### src/rtl/dds_pkg.sv
// Shared types for the DDS frequency-sweep sequencer.
// The DOWN state and the bidir shadow bit exist only when DDS_SWEEP_BIDIR_EN is defined.
package dds_pkg;

  localparam int unsigned DDS_FW = 32;
  localparam int unsigned DDS_CW = 32;

  typedef enum logic [2:0] {
    ST_IDLE = 3'd0,
    ST_UP   = 3'd1,
    ST_LAST = 3'd2,
`ifdef DDS_SWEEP_BIDIR_EN
    ST_DOWN = 3'd3,
`endif
    ST_FIN  = 3'd4
  } sweep_state_e;

  // Snapshot of the configuration taken when a sweep starts
  typedef struct packed {
    logic [DDS_FW-1:0] start_word;
    logic [DDS_FW-1:0] stop_word;
    logic [DDS_FW-1:0] step_word;
    logic [DDS_CW-1:0] dwell;
    logic              mode_cont;
    logic              single;
`ifdef DDS_SWEEP_BIDIR_EN
    logic              bidir;
`endif
  } sweep_cfg_t;

  function automatic logic [DDS_CW-1:0] dwell_norm(input logic [DDS_CW-1:0] d);
    if (d == {DDS_CW{1'b0}}) begin
      return {{(DDS_CW-1){1'b0}}, 1'b1};
    end else begin
      return d;
    end
  endfunction

endpackage

### src/rtl/dds_dwell_timer.sv
// Per-point dwell down-counter; expire is high while the count sits at zero.
// Loading (dwell-1) yields exactly dwell clocks from load to the next load.
module dds_dwell_timer
  import dds_pkg::*;
#(
  parameter int unsigned CW = DDS_CW
) (
  input  logic          clock,
  input  logic          rst,
  input  logic          load,
  input  logic [CW-1:0] load_val,
  output logic          expire
);

  logic [CW-1:0] cnt_r;

  // Dwell counter: reload on every word load, otherwise count down to zero and hold
  always_ff @(posedge clock or posedge rst) begin
    if (rst) begin
      cnt_r <= {CW{1'b0}};
    end else if (load) begin
      cnt_r <= load_val;
    end else if (cnt_r != {CW{1'b0}}) begin
      cnt_r <= cnt_r - {{(CW-1){1'b0}}, 1'b1};
    end else begin
      cnt_r <= cnt_r;
    end
  end

  assign expire = (cnt_r == {CW{1'b0}});

endmodule

### src/rtl/dds_sweep_ctrl.sv
// Frequency-sweep sequencer feeding the dds frequency word with start/abort and busy/done status.
// Define DDS_SWEEP_BIDIR_EN to add the up-then-down (DOWN state) sweep; otherwise bidir is ignored and dir is 0.
module dds_sweep_ctrl
  import dds_pkg::*;
#(
  parameter int unsigned FW = DDS_FW,
  parameter int unsigned CW = DDS_CW
) (
  input  logic          clock,
  input  logic          rst,
  input  logic          start,
  input  logic          abort,
  input  logic          mode_cont,
  input  logic          bidir,
  input  logic [FW-1:0] start_word,
  input  logic [FW-1:0] stop_word,
  input  logic [FW-1:0] step_word,
  input  logic [CW-1:0] dwell_cycles,
  output logic [FW-1:0] fre_word,
  output logic          fre_valid,
  output logic          busy,
  output logic          done,
  output logic          dir
);

  localparam logic [CW-1:0] ONE_CW = {{(CW-1){1'b0}}, 1'b1};

  sweep_state_e  state_r, state_nx;
  sweep_cfg_t    cfg_r, cfg_nx;
  logic [FW-1:0] fre_word_r, word_nx;
  logic          fre_valid_r, valid_nx;
  logic          busy_r, busy_nx;
  logic          done_r, done_nx;
  logic          dir_r, dir_nx;
  logic          timer_load_s;
  logic [CW-1:0] timer_val_s;
  logic          expire_s;
  logic [FW:0]   sum_s;
  logic          hit_stop_s;

  // Extra bit keeps the carry so a sweep near the top of the range clamps instead of wrapping
  assign sum_s      = {1'b0, fre_word_r} + {1'b0, cfg_r.step_word};
  assign hit_stop_s = (sum_s >= {1'b0, cfg_r.stop_word});

`ifdef DDS_SWEEP_BIDIR_EN
  logic [FW:0] diff_s;
  logic        hit_start_s;
  assign diff_s      = {1'b0, fre_word_r} - {1'b0, cfg_r.step_word};
  assign hit_start_s = diff_s[FW] || (diff_s[FW-1:0] <= cfg_r.start_word);
`else
  logic unused_bidir_s;
  assign unused_bidir_s = bidir;
`endif

  dds_dwell_timer #(.CW(CW)) u_dwell (
    .clock    (clock),
    .rst      (rst),
    .load     (timer_load_s),
    .load_val (timer_val_s),
    .expire   (expire_s)
  );

  // State register plus registered outputs and shadow configuration
  always_ff @(posedge clock or posedge rst) begin
    if (rst) begin
      state_r     <= ST_IDLE;
      cfg_r       <= {$bits(sweep_cfg_t){1'b0}};
      fre_word_r  <= {FW{1'b0}};
      fre_valid_r <= 1'b0;
      busy_r      <= 1'b0;
      done_r      <= 1'b0;
      dir_r       <= 1'b0;
    end else begin
      state_r     <= state_nx;
      cfg_r       <= cfg_nx;
      fre_word_r  <= word_nx;
      fre_valid_r <= valid_nx;
      busy_r      <= busy_nx;
      done_r      <= done_nx;
      dir_r       <= dir_nx;
    end
  end

  // Next-state, next word and dwell reload decisions
  always_comb begin
    state_nx     = state_r;
    cfg_nx       = cfg_r;
    word_nx      = fre_word_r;
    valid_nx     = 1'b0;
    timer_load_s = 1'b0;
    timer_val_s  = cfg_r.dwell - ONE_CW;
    if (abort && (state_r != ST_IDLE)) begin
      state_nx = ST_IDLE;
    end else begin
      case (state_r)
        ST_IDLE: begin
          if (start && !abort) begin
            cfg_nx.start_word = start_word;
            cfg_nx.stop_word  = stop_word;
            cfg_nx.step_word  = step_word;
            cfg_nx.dwell      = dwell_norm(dwell_cycles);
            cfg_nx.mode_cont  = mode_cont;
            cfg_nx.single     = (start_word >= stop_word) || (step_word == {FW{1'b0}});
`ifdef DDS_SWEEP_BIDIR_EN
            cfg_nx.bidir      = bidir;
`endif
            word_nx      = start_word;
            valid_nx     = 1'b1;
            timer_load_s = 1'b1;
            timer_val_s  = dwell_norm(dwell_cycles) - ONE_CW;
            state_nx     = ST_UP;
          end else begin
            state_nx = ST_IDLE;
          end
        end
        ST_UP: begin
          if (!expire_s) begin
            state_nx = ST_UP;
          end else if (cfg_r.single) begin
            state_nx = ST_FIN;
          end else begin
            valid_nx     = 1'b1;
            timer_load_s = 1'b1;
            if (hit_stop_s) begin
              word_nx  = cfg_r.stop_word;
              state_nx = ST_LAST;
            end else begin
              word_nx  = sum_s[FW-1:0];
              state_nx = ST_UP;
            end
          end
        end
        ST_LAST: begin
          if (!expire_s) begin
            state_nx = ST_LAST;
          end
`ifdef DDS_SWEEP_BIDIR_EN
          else if (cfg_r.bidir) begin
            valid_nx     = 1'b1;
            timer_load_s = 1'b1;
            word_nx      = hit_start_s ? cfg_r.start_word : diff_s[FW-1:0];
            state_nx     = ST_DOWN;
          end
`endif
          else if (cfg_r.mode_cont) begin
            valid_nx     = 1'b1;
            timer_load_s = 1'b1;
            word_nx      = cfg_r.start_word;
            state_nx     = ST_UP;
          end else begin
            state_nx = ST_FIN;
          end
        end
`ifdef DDS_SWEEP_BIDIR_EN
        ST_DOWN: begin
          if (!expire_s) begin
            state_nx = ST_DOWN;
          end else if (fre_word_r <= cfg_r.start_word) begin
            // Bottom point has been held: either climb again or finish
            if (cfg_r.mode_cont) begin
              valid_nx     = 1'b1;
              timer_load_s = 1'b1;
              if (hit_stop_s) begin
                word_nx  = cfg_r.stop_word;
                state_nx = ST_LAST;
              end else begin
                word_nx  = sum_s[FW-1:0];
                state_nx = ST_UP;
              end
            end else begin
              state_nx = ST_FIN;
            end
          end else begin
            valid_nx     = 1'b1;
            timer_load_s = 1'b1;
            word_nx      = hit_start_s ? cfg_r.start_word : diff_s[FW-1:0];
            state_nx     = ST_DOWN;
          end
        end
`endif
        ST_FIN: begin
          state_nx = ST_IDLE;
        end
        default: begin
          state_nx = ST_IDLE;
        end
      endcase
    end
`ifdef DDS_SWEEP_BIDIR_EN
    busy_nx = (state_nx == ST_UP) || (state_nx == ST_LAST) || (state_nx == ST_DOWN);
    dir_nx  = (state_nx == ST_DOWN);
`else
    busy_nx = (state_nx == ST_UP) || (state_nx == ST_LAST);
    dir_nx  = 1'b0;
`endif
    done_nx = (state_nx == ST_FIN);
  end

  assign fre_word  = fre_word_r;
  assign fre_valid = fre_valid_r;
  assign busy      = busy_r;
  assign done      = done_r;
  assign dir       = dir_r;

endmodule
### config.mk
export PLATFORM = sky130hd
export DESIGN_NAME = dds_sweep_ctrl
export DESIGN_NICKNAME = d
export VERILOG_FILES = /design/src/rtl/dds_pkg.sv /design/src/rtl/dds_dwell_timer.sv /design/src/rtl/dds_sweep_ctrl.sv
export SDC_FILE = /design/constraint.sdc
export NUM_CORES = 1
export LEC_CHECK = 0
export CAP_MARGIN = 10
export CORE_ASPECT_RATIO = 1.4
export CORE_MARGIN = 4
export CORE_UTILIZATION = 25
export CTS_BUF_LIST = sky130_fd_sc_hd__clkbuf_8
export CTS_CLUSTER_DIAMETER = 40
export DETAILED_ROUTE_END_ITERATION = 6
export PLACE_DENSITY = 0.51
export SLEW_MARGIN = 20
export SYNTH_ARGS = -nofsm -noshare
export SYNTH_HDL_FRONTEND = slang
export SYNTH_SLANG_ARGS = --single-unit
### constraint.sdc
create_clock -name clock -period 7.9 [get_ports clock]
set_input_delay 2.37 -clock clock [delete_from_list [all_inputs] [get_ports clock]]
set_output_delay 2.37 -clock clock [all_outputs]
set_load 0.05 [all_outputs]
==> results.sh, run 1 <==
export IMPL_start_util_pct=25.2
export IMPL_via_count=12400
export IMPL_cts_sinks=200
export IMPL_fin_tns_setup_ns=0
export IMPL_crit_cells=18
export IMPL_cpMaxStageDelayCell="or3_1"
export IMPL_synth_area_per_cell_sq_um=8.26
export IMPL_nFillCells=5835
export IMPL_reg2reg_slack_ns=1.69
export IMPL_yosysSeqAreaShare_pct=35.9
export IMPL_skew_ns=0.0302
export IMPL_synth_nets=1921
export IMPL_syn_inst=1687
export IMPL_cts_htree_levels=4
export IMPL_ys_types=82
export IMPL_gp_congestion=0.824
export IMPL_dp_hpwl_mm=35.4
export IMPL_required_ns=8.35
export IMPL_drt_iter0_drc=659
export IMPL_ys_flop_type="dfrtp_1"
export IMPL_cts_resized=0
export IMPL_coreArea_sq_um=55300
export IMPL_crit_path_start="fre_word[14]$_DFFE_PP0P_"
export IMPL_grt_pass1_vias=12500
export IMPL_viasPerCell=4.84
export IMPL_finalCriticalPeriod_ns=6.21
export IMPL_max_cap_violations=0
export IMPL_clk_pin_slew_ns=0.12
export IMPL_wl_per_cell_microns=18.4
export IMPL_critPathLaunchType="register"
export IMPL_p_leak_nw=7.34
export IMPL_regArea_sq_um=5000
export IMPL_ys_ff_latch=200
export IMPL_drv_slew=0
export IMPL_crit_path_end_kind="register"
export IMPL_dieArea_sq_um=59600
export IMPL_slew_headroom_pct=35.4
export IMPL_rsz0062_at_grt="false"
export IMPL_fin_cells=2553
export IMPL_violations="DRC"
export IMPL_critPathMaxStageDelay_ns=0.55
export IMPL_synthArstFlopShare_pct=100
export IMPL_path_delay_family="compound AO/OA/AOI/OAI gates"
export IMPL_remaining_drc_errors=2
export IMPL_post_cts_buffers=0
export IMPL_fmax_ghz=0.161
export IMPL_layout_nets=2044
export IMPL_cts_tree="done"
export IMPL_cp_arrival_ns=6.66
export IMPL_clock_latency_ns=0.54
export IMPL_ant_nets=0
export IMPL_hold_viol=0
export IMPL_final_util_pct=30.2
export IMPL_power_density_nw_per_um2=473
export IMPL_area_delta_synth_final_pct=19.9
export IMPL_rr_endpoint="fre_word[10]$_DFFE_PP0P_"
export IMPL_wl_mm=46.8
export IMPL_crit_fanout=17
export IMPL_use_met2_pct=28.8
export IMPL_cts_made_buffers=17
export IMPL_syn_cell_area_sq_um=13900
export IMPL_outcome="finished with violations"
export IMPL_peakVddDrop_mv=0.237
export IMPL_die_h_microns=287
export IMPL_setup_viol=0
export IMPL_use_met3_pct=2.53
export IMPL_antenna_found_initial=3
export IMPL_grt_busiest_layer="met2"
export IMPL_die_w_microns=208
export IMPL_fin_crit_sh_pct=78.6
export IMPL_port_buffers=167
export IMPL_holdBufCountCts=0
export IMPL_num_rows=102
export IMPL_worst_hold_slack_ns=0.486
export IMPL_multi_input_area_sq_um=8240
export IMPL_r2r_cells=18
export IMPL_dr_pass1_iters=7
export IMPL_cts_root_buf="clkbuf_8"
export IMPL_worst_pin_slew_ns=0.968
export IMPL_drive_above_1_share_pct=6.09
export IMPL_critPathKind="register to register"
export IMPL_globalRouteMet1Util_pct=17.3
export IMPL_synth_edf_count=0
export IMPL_worst_path_buf_inv=1
export IMPL_gr_usage_all_layers_pct=15.5
export IMPL_yosysWarnings=0
export IMPL_final_cell_mix="nand2_1 (417), dfrtp_1 (200), clkdlybuf4s50_1 (167)"
export IMPL_timing_rr_start="fre_word[14]$_DFFE_PP0P_"
export IMPL_critical_path_endpoint="fre_word[10]$_DFFE_PP0P_"
export IMPL_place_inst=2519
export IMPL_grt_max_degree=120
export IMPL_clockBufferDepth=2
export IMPL_ios=170
export IMPL_hold_path_class="register to register"
export IMPL_grt_pass1_wl_mm=72.3
export IMPL_final_common_cell="nand2_1"
export IMPL_grt_ovfl_total=0
export IMPL_crit_chain="ha_1 -> a2111oi_0 -> o21ai_0 -> a221o_1 -> or3_1 -> a21oi_2 -> o311ai_0 -> o311ai_1 -> ha_1 -> o21a_1 -> o21ai_0 -> nor2_1 -> o31ai_1 -> o2111a_1 -> o21a_2 -> buf_4 -> mux2_2 -> a21oi_1"
[sequential cells by signal, summed over array words and instances, names as in the netlist]
register and cells:
u_dwell.cnt_r 32, fre_word 32, cfg_r 130, fre_valid 1
done 1, state_r 3, busy 1
[worst min path at each step]
stage / end / cells past startpoint / slack (ns) / start
floorplan: cfg_r[113]$_DFFE_PP0P_ / 2 / 0.45 / cfg_r[113]$_DFFE_PP0P_
global placement: cfg_r[129]$_DFFE_PP0P_ / 2 / 0.46 / cfg_r[129]$_DFFE_PP0P_
detailed placement: cfg_r[99]$_DFFE_PP0P_ / 2 / 0.46 / cfg_r[99]$_DFFE_PP0P_
CTS: cfg_r[99]$_DFFE_PP0P_ / 2 / 0.49 / cfg_r[99]$_DFFE_PP0P_
global route: cfg_r[128]$_DFFE_PP0P_ / 2 / 0.52 / cfg_r[128]$_DFFE_PP0P_
finish: cfg_r[99]$_DFFE_PP0P_ / 2 / 0.49 / cfg_r[99]$_DFFE_PP0P_
[per-stage QoR]
step	setup slack [ns]	power, W	instance area [sq um]
floorplan	0.0760	0.00572	13900
finish	1.69	0.00790	16700
global placement	1.64	0.00713	16300
CTS	1.52	0.00799	16700
detailed placement	1.61	0.00720	16300
global route	1.21	0.00863	16700
[cell families after synthesis]
logic type                 synth area share, %
and+or+nand+nor                           23.5
adders and majority gates                 9.03
other                                   0.0269
muxes                                     2.30
DFF                                       35.9
AOI/OAI and AO/OA                         17.9
buffers and inverters                     5.20
xor gates and xnor gates                  6.16
[layout make-up]
class,count,area share (%)
Antenna cell,2,0.0300
Inverter,89,2.04
Multi-Input combinational cell,1319,49.3
Clock inverter,15,1.04
Timing Repair Buffer,183,10.7
Clock buffer,17,1.40
Sequential cell,200,30.0
Tap cell,728,5.45
[per-layer routing]
layer  vias to the layer above  share of wire (%)  wire length, microns
met3                        65                3.6                  1670
met1                      5906                 40                 18800
met5                         -              0.028                    13
met4                         2                4.0                  1880
li1                       6131                  -                     -
met2                       265                 52                 24500
[cell usage after synthesis (all sizes together), types with 3 or more instances]
master,instances,area [sq um]
nand2,418,1580
dfrtp,200,5000
ha,99,1240
nor2,98,384
o21ai,93,473
a21oi,92,468
inv,89,334
nor3,51,270
xnor2,51,447
xor2,47,412
clkbuf,46,173
a21o,34,255
buf,33,218
a221oi,28,370
nand3,28,140
o22ai,25,156
nor4,24,178
or3,20,125
nand4,18,113
mux2,16,180
mux2i,14,140
a31oi,11,83.8
nand2b,11,68.8
nor2b,11,68.8
o211ai,10,75.1
and3,9,56.3
a211oi,8,60.1
a22oi,7,52.6
and2,7,43.8
nor3b,7,52.6
o21a,7,52.6
o31ai,7,52.6
or4,7,56.3
o311ai,6,52.6
nand3b,5,37.5
a221o,3,30.0
o21bai,3,22.5
o221ai,3,26.3
o31a,3,26.3
o41ai,3,33.8
or4b,3,30.0
[power by group]
group | switching (W) | leakage [nW] | internal (W)
Sequential | 0.000429 | 2.45 | 0.00151
Combinational | 0.00311 | 4.68 | 0.00213
Clock | 0.000415 | 0.212 | 0.000314
Total | 0.00395 | 7.34 | 0.00395
[tightest hold or removal path: stages, from the launching register on]
cell	delay (ns)
dfrtp_1	0.35
nand2_1	0.05
nand2_1	0.06
No activity file was read; power rests on OpenSTA's default activity.
==> inputs of run 2 (changes only) <==
--- a/config.mk
+++ b/config.mk
@@ -12,7 +12,7 @@
 export CTS_BUF_LIST = sky130_fd_sc_hd__clkbuf_8
 export CTS_CLUSTER_DIAMETER = 40
 export DETAILED_ROUTE_END_ITERATION = 6
-export PLACE_DENSITY = 0.51
+export PLACE_DENSITY = 0.49
 export SLEW_MARGIN = 20
 export SYNTH_ARGS = -nofsm -noshare
 export SYNTH_HDL_FRONTEND = slang
==> constraint.sdc (replaced) <==
create_clock -name clock -period 6.4 [get_ports clock]
set_input_delay 1.92 -clock clock [delete_from_list [all_inputs] [get_ports clock]]
set_output_delay 1.92 -clock clock [all_outputs]
set_load 0.05 [all_outputs]
==> run 2 against run 1 <==
  * The flow now finishes without violations
  * Critical path type unchanged
  * Combinational power grew 26%
  * Sequential share of layout area shrank 0.078 points
  * Register-to-register slack lost 1.1 ns
  * Critical endpoint is now fre_word[3]$_DFFE_PP0P_
==> results.sh, run 2 (synthesis results as in run 1) <==
export IMPL_outcome="finished, final reports clean"
export IMPL_final_common_cell="nand2_1"
export IMPL_clockBufferDepth=2
export IMPL_hold_path_class="register to register"
export IMPL_post_cts_buffers=0
export IMPL_drt_iter0_drc=589
export IMPL_wl_per_cell_microns=18.4
export IMPL_crit_fanout=21
export IMPL_max_cap_violations=0
export IMPL_start_util_pct=25.2
export IMPL_layout_nets=2049
export IMPL_cts_made_buffers=17
export IMPL_grt_pass1_wl_mm=73.4
export IMPL_cts_sinks=200
export IMPL_hold_end="cfg_r[123]$_DFFE_PP0P_"
export IMPL_dr_pass1_iters=5
export IMPL_grt_ovfl_total=0
export IMPL_dpl_worst_slack_ns=0.565
export IMPL_cts_htree_levels=4
export IMPL_timing_hold_worst_start="cfg_r[123]$_DFFE_PP0P_"
export IMPL_via_count=12400
export IMPL_peakVddDrop_mv=0.380
export IMPL_timing_rr_start="fre_word[14]$_DFFE_PP0P_"
export IMPL_fin_tns_setup_ns=0
export IMPL_die_h_microns=287
export IMPL_antenna_found_initial=4
export IMPL_setup_viol=0
export IMPL_switching_share_pct=50.0
export IMPL_fin_area_sq_um=16700
export IMPL_p_leak_nw=7.36
export IMPL_required_ns=6.86
export IMPL_clk_pin_slew_ns=0.12
export IMPL_ant_nets=0
export IMPL_die_w_microns=208
export IMPL_gp_congestion=0.829
export IMPL_drv_slew=0
export IMPL_ios=170
export IMPL_min_path_cells=2
export IMPL_fmax_ghz=0.172
export IMPL_power_density_nw_per_um2=586
export IMPL_postPlaceCellArea_sq_um=16400
export IMPL_wl_mm=47.1
export IMPL_r2r_cells=18
export IMPL_fin_crit_sh_pct=91.1
export IMPL_grt_pass1_vias=12500
export IMPL_switchingPower_w=0.00491
export IMPL_port_buffers=167
export IMPL_cts_resized=0
export IMPL_skew_ns=0.0354
export IMPL_p_int_w=0.00490
export IMPL_reg2reg_slack_ns=0.57
export IMPL_hold_viol=0
export IMPL_holdBufCountCts=0
export IMPL_drive_above_1_share_pct=6.35
export IMPL_remaining_drc_errors=0
export IMPL_area_delta_synth_final_pct=20.2
export IMPL_p_clk_share_pct=8.4
export IMPL_largest_reg_flops=130
export IMPL_rsz0062_at_grt="false"
export IMPL_clock_latency_ns=0.54
export IMPL_critPathKind="register to register"
export IMPL_p_comb_share_pct=67.2
export IMPL_pwr_share_seq_pct=24.4
export IMPL_dp_hpwl_mm=35.6
export IMPL_cp_arrival_ns=6.29
export IMPL_critPathLaunchType="register"
export IMPL_cts_root_buf="clkbuf_8"
export IMPL_worst_hold_slack_ns=0.491
export IMPL_rr_endpoint="fre_word[3]$_DFFE_PP0P_"
export IMPL_coreArea_sq_um=55300
export IMPL_cts_tree="done"
export IMPL_worst_slack_ns=0.571
export IMPL_crit_path_end_kind="register"
export IMPL_viasPerCell=4.84
export IMPL_dieArea_sq_um=59600
export IMPL_slew_headroom_pct=40.9
export IMPL_final_cell_mix="nand2_1 (417), dfrtp_1 (200), clkdlybuf4s50_1 (167)"
export IMPL_grt_max_degree=196
export IMPL_gr_usage_all_layers_pct=15.7
export IMPL_worst_pin_slew_ns=0.878
export IMPL_max_flop_register="cfg_r"
export IMPL_num_rows=102
export IMPL_finalCriticalPeriod_ns=5.83
run 2: worst max-delay path, cell delays in order, from the launching register on:
cell	delay [ns]
dfrtp_1	0.43
ha_1	0.40
a2111oi_0	0.42
o21ai_0	0.19
a221o_1	0.33
or3_1	0.51
a21oi_2	0.33
o311ai_0	0.17
o311ai_1	0.15
ha_1	0.33
o21a_1	0.19
o21ai_0	0.47
nor2_1	0.10
o31ai_1	0.40
o2111a_1	0.38
o21a_2	0.24
buf_12	0.20
mux2_2	0.37
a21oi_1	0.12
run 2: area by class of cell:
type                            count  area, sq um
Clock inverter                     15          129
Sequential cell                   200         5000
Multi-Input combinational cell   1319         8240
Timing Repair Buffer              188         1880
Clock buffer                       17          234
Antenna cell                        4         10.0
Fill cell                        5928        38500
Inverter                           89          338
Tap cell                          728          911
run 2: how the worst max path moves through the flow:
stage,slack (ns),depth (start not counted),start,end
floorplan,1.25,23,fre_word[0]$_DFFE_PP0P_,fre_word[30]$_DFFE_PP0P_
global placement,0.60,13,dwell_cycles[25],u_dwell.cnt_r[30]$_DFFE_PP0P_
global route,0.28,18,fre_word[14]$_DFFE_PP0P_,fre_word[7]$_DFFE_PP0P_
finish,0.57,18,fre_word[14]$_DFFE_PP0P_,fre_word[3]$_DFFE_PP0P_
CTS,0.49,18,fre_word[14]$_DFFE_PP0P_,fre_word[5]$_DFFE_PP0P_
detailed placement,0.56,18,fre_word[14]$_DFFE_PP0P_,fre_word[3]$_DFFE_PP0P_
run 2: metal layers:
metal | track usage, % | part of all wire, % | vias to the layer above
met5 | 0 | 0 | -
met4 | 5.87 | 3.3 | 0
met2 | 29.8 | 54 | 225
met1 | 17.4 | 40 | 5976
met3 | 2.65 | 3.1 | 56
li1 | - | - | 6135
run 2: stage by stage:
stage                     cells  utilization [%]  total power (W)
after floorplan            1687                -          0.00706
after global placement     2524             29.6          0.00897
after global routing       2557             30.3           0.0108
after CTS                  2556             30.3          0.00993
final                      2560             30.3          0.00982
after detailed placement   2524             29.6          0.00904
run 2: power groups by stage:
| stage | combinational [W] | sequential [W] | clock (W) |
|---|---|---|---|
| final | 0.00660 | 0.00239 | 0.000828 |
| after global routing | 0.00738 | 0.00247 | 0.000908 |
| after CTS | 0.00666 | 0.00240 | 0.000871 |
| after detailed placement | 0.00661 | 0.00243 | 0 |
| after global placement | 0.00656 | 0.00240 | 0 |
| after floorplan | 0.00443 | 0.00263 | 0 |
==> inputs of run 3 (changes only) <==
--- a/config.mk
+++ b/config.mk
@@ -12,8 +12,10 @@
 export CTS_BUF_LIST = sky130_fd_sc_hd__clkbuf_8
 export CTS_CLUSTER_DIAMETER = 40
 export DETAILED_ROUTE_END_ITERATION = 6
+export GPL_TIMING_DRIVEN = 0
 export PLACE_DENSITY = 0.49
 export SLEW_MARGIN = 20
 export SYNTH_ARGS = -nofsm -noshare
 export SYNTH_HDL_FRONTEND = slang
+export SYNTH_HIERARCHICAL = 1
 export SYNTH_SLANG_ARGS = --single-unit
==> run 3 against run 2 <==
  * Register-to-register slack worse by 0.22 ns
  * Hold slack worse by 0.0065 ns
  * Sequential power hardly changed
  * First-iteration DRC count is 46% higher
  * Non-clock buffer count is 66 higher
  * Total power is 3.3% higher
==> results.sh, run 3 <==
export IMPL_outcome="finished, final reports clean"
export IMPL_clk_pin_slew_ns=0.10
export IMPL_pwr_share_seq_pct=23.7
export IMPL_dieArea_sq_um=59300
export IMPL_coreArea_sq_um=54600
export IMPL_gr_usage_all_layers_pct=18.2
export IMPL_cp_arrival_ns=6.46
export IMPL_yosysWarnings=6
export IMPL_worst_slack_ns=0.349
export IMPL_drt_iter0_drc=859
export IMPL_skew_ns=0.0192
export IMPL_ys_ff_latch=200
export IMPL_power_density_nw_per_um2=595
export IMPL_ant_nets=0
export IMPL_synth_edf_count=0
export IMPL_synth_area_per_cell_sq_um=8.01
export IMPL_largest_reg_flops=130
export IMPL_port_buffers=167
export IMPL_p_leak_nw=7.28
export IMPL_dpl_worst_slack_ns=-0.572
export IMPL_p_int_w=0.00478
export IMPL_worst_pin_slew_ns=1.17
export IMPL_die_w_microns=207
export IMPL_critPathMaxStageDelay_ns=0.47
export IMPL_crit_fanout=10
export IMPL_wl_per_cell_microns=20.4
export IMPL_cts_tree="done"
export IMPL_synth_top_area_share_pct=36.1
export IMPL_grt_pass1_wl_mm=81.4
export IMPL_gp_congestion=0.915
export IMPL_worst_hold_slack_ns=0.484
export IMPL_syn_cell_area_sq_um=13900
export IMPL_cpMaxStageDelayCell="o41a_1"
export IMPL_yosys_area_top_type="dfrtp_1"
export IMPL_syn_inst=1730
export IMPL_cts_htree_levels=4
export IMPL_cts_sinks=200
export IMPL_synth_common_cells="nand2_1 (429), dfrtp_1 (200), o21ai_0 (112)"
export IMPL_netlist_top_cells_area="dfrtp_1 (36%), nand2_1 (12%), ha_1 (8.9%), xnor2_1 (4.4%), o21ai_0 (4.0%)"
export IMPL_multi_input_area_sq_um=8240
export IMPL_regArea_sq_um=5000
export IMPL_crit_path_end_kind="register"
export IMPL_wl_mm=54.4
export IMPL_drive_above_1_share_pct=4.24
export IMPL_switching_share_pct=52.9
export IMPL_crit_chain="ha_1 -> inv_1 -> fa_1 -> nor2b_1 -> o31a_1 -> o31a_1 -> a311oi_1 -> o41a_1 -> o21ai_0 -> xor2_1 -> ha_1 -> a211o_1 -> a221oi_1 -> o221ai_1 -> a2111oi_4 -> nand2_1 -> clkbuf_2 -> o41ai_1"
export IMPL_yosysSeqAreaShare_pct=36.1
export IMPL_dr_pass1_iters=5
export IMPL_num_rows=101
export IMPL_ys_types=76
export IMPL_finalCriticalPeriod_ns=6.05
export IMPL_fmax_ghz=0.165
export IMPL_slew_headroom_pct=22.3
export IMPL_final_common_cell="nand2_1"
export IMPL_clockBufferDepth=2
export IMPL_worst_path_buf_inv=2
export IMPL_clock_latency_ns=0.52
export IMPL_ys_flop_type="dfrtp_1"
export IMPL_drv_slew=0
export IMPL_max_flop_register="cfg_r"
export IMPL_grt_max_degree=33
export IMPL_hold_path_class="register to register"
export IMPL_setup_viol=0
export IMPL_required_ns=6.81
export IMPL_remaining_drc_errors=0
export IMPL_start_util_pct=25.4
export IMPL_nFillCells=5883
export IMPL_cts_root_buf="clkbuf_8"
export IMPL_r2r_cells=18
export IMPL_rsz0062_at_grt="false"
export IMPL_area_delta_synth_final_pct=23.1
export IMPL_die_h_microns=287
export IMPL_via_count=13300
export IMPL_p_comb_share_pct=67.0
export IMPL_layout_nets=2157
export IMPL_critPathLaunchType="register"
export IMPL_ios=170
export IMPL_synth_nets=1964
export IMPL_crit_cells=18
export IMPL_peakVddDrop_mv=0.292
export IMPL_min_path_cells=2
export IMPL_final_cell_mix="nand2_1 (429), dfrtp_1 (200), clkdlybuf4s50_1 (167)"
export IMPL_yosysMostFrequentCell="nand2_1"
export IMPL_path_delay_family="compound AO/OA/AOI/OAI gates"
export IMPL_antenna_found_initial=3
export IMPL_fin_tns_setup_ns=0
export IMPL_max_cap_violations=0
export IMPL_grt_ovfl_total=0
export IMPL_p_clk_share_pct=9.3
export IMPL_cts_made_buffers=17
export IMPL_synthArstFlopShare_pct=100
export IMPL_switchingPower_w=0.00537
export IMPL_dp_hpwl_mm=43.9
export IMPL_viasPerCell=4.99
export IMPL_grt_pass1_vias=13400
export IMPL_hold_viol=0
export IMPL_critPathKind="register to register"
export IMPL_fin_crit_sh_pct=94.6
export IMPL_final_util_pct=31.2
[run 3: cell count changes in the layout (fill, tap and decap cells not counted), sizes merged, moves of 15 or more]
cell    change
a22oi      +26
o21ai      +21
mux2       -15
xnor2      +19
a221oi     -27
o22ai      -23
clkbuf     +75
a31oi      +21
[run 3: worst register-to-register path, cell delays in order, from the launching register on]
cell and delay, ns:
dfrtp_1 0.39, ha_1 0.22, inv_1 0.07, fa_1 0.40, nor2b_1 0.18, o31a_1 0.25, o31a_1 0.28, a311oi_1 0.28
o41a_1 0.48, o21ai_0 0.37, xor2_1 0.25, ha_1 0.29, a211o_1 0.27, a221oi_1 0.36, o221ai_1 0.26, a2111oi_4 0.44
nand2_1 0.35, clkbuf_2 0.40, o41ai_1 0.41
[run 3: logic make-up after synthesis]
group | count (synthesis) | share of synthesized area [%]
DFF | 200 | 36.1
and+or+nand+nor | 760 | 25.2
buffers and inverters | 168 | 4.65
xor gates and xnor gates | 104 | 6.57
adders and majority gates | 100 | 9.08
AOI/OAI and AO/OA | 391 | 18.0
muxes | 6 | 0.442
other | 1 | 0.0271
[run 3: power by group through the flow]
| stage | clock (W) | sequential (W) | combinational, W |
|---|---|---|---|
| 2_1_floorplan | 0 | 0.00260 | 0.00426 |
| 3_3_place_gp | 0 | 0.00242 | 0.00656 |
| 3_5_place_dp | 0 | 0.00244 | 0.00665 |
| 4_1_cts | 0.000970 | 0.00241 | 0.00673 |
| 5_1_grt | 0.00101 | 0.00249 | 0.00751 |
| 6_report | 0.000939 | 0.00241 | 0.00680 |
[run 3: through the flow]
| step | std cells | power, W | area [sq um] |
|---|---|---|---|
| floorplan | 1730 | 0.00687 | 13900 |
| global placement | 2618 | 0.00898 | 16400 |
| detailed placement | 2624 | 0.00909 | 16600 |
| CTS | 2655 | 0.0101 | 17000 |
| global route | 2658 | 0.0110 | 17100 |
| finish | 2659 | 0.0101 | 17100 |
[run 3: path summary, 6_finish.rpt]
| path | end | startpoint | slack, ns |
|---|---|---|---|
| worst min-delay path | cfg_r[102]$_DFFE_PP0P_ | cfg_r[102]$_DFFE_PP0P_ | 0.48 |
| min in group asynchronous | cfg_r[31]$_DFFE_PP0P_ | rst | 1.77 |
| max in group asynchronous | fre_word[27]$_DFFE_PP0P_ | rst | 3.77 |
| worst min register to register | cfg_r[102]$_DFFE_PP0P_ | cfg_r[102]$_DFFE_PP0P_ | 0.48 |
| worst max-delay path | fre_word[29]$_DFFE_PP0P_ | fre_word[0]$_DFFE_PP0P_ | 0.35 |
| worst max register to register | fre_word[29]$_DFFE_PP0P_ | fre_word[0]$_DFFE_PP0P_ | 0.35 |
[run 3: timing repair]
action | CTS | global route
gates resized for setup | 4 | 0
endpoints found under the hold margin | 0 | 0
hold buffers | 0 | 0
pin swaps | 0 | 1
setup endpoints to repair | 34 | 26
setup buffers | 0 | 1
[run 3: per-layer routing]
| metal | routed length (microns) | GRT usage (%) | vias up | share of wire [%] |
|---|---|---|---|---|
| met5 | 0 | 0 | - | 0 |
| met4 | 1790 | 6.38 | 0 | 3.3 |
| met3 | 2030 | 1.90 | 71 | 3.7 |
| met2 | 28500 | 33.6 | 336 | 53 |
| met1 | 22000 | 21.6 | 6428 | 40 |
| li1 | - | - | 6441 | - |
[run 3: layout make-up]
cell class | count | share of cell area (%)
Tap cell | 721 | 5.29
Inverter | 88 | 1.96
Clock buffer | 22 | 1.78
Sequential cell | 200 | 29.3
Multi-Input combinational cell | 1362 | 48.3
Buffer | 80 | 1.85
Timing Repair Buffer | 174 | 10.6
Clock inverter | 9 | 0.800
Antenna cell | 3 | 0.0440
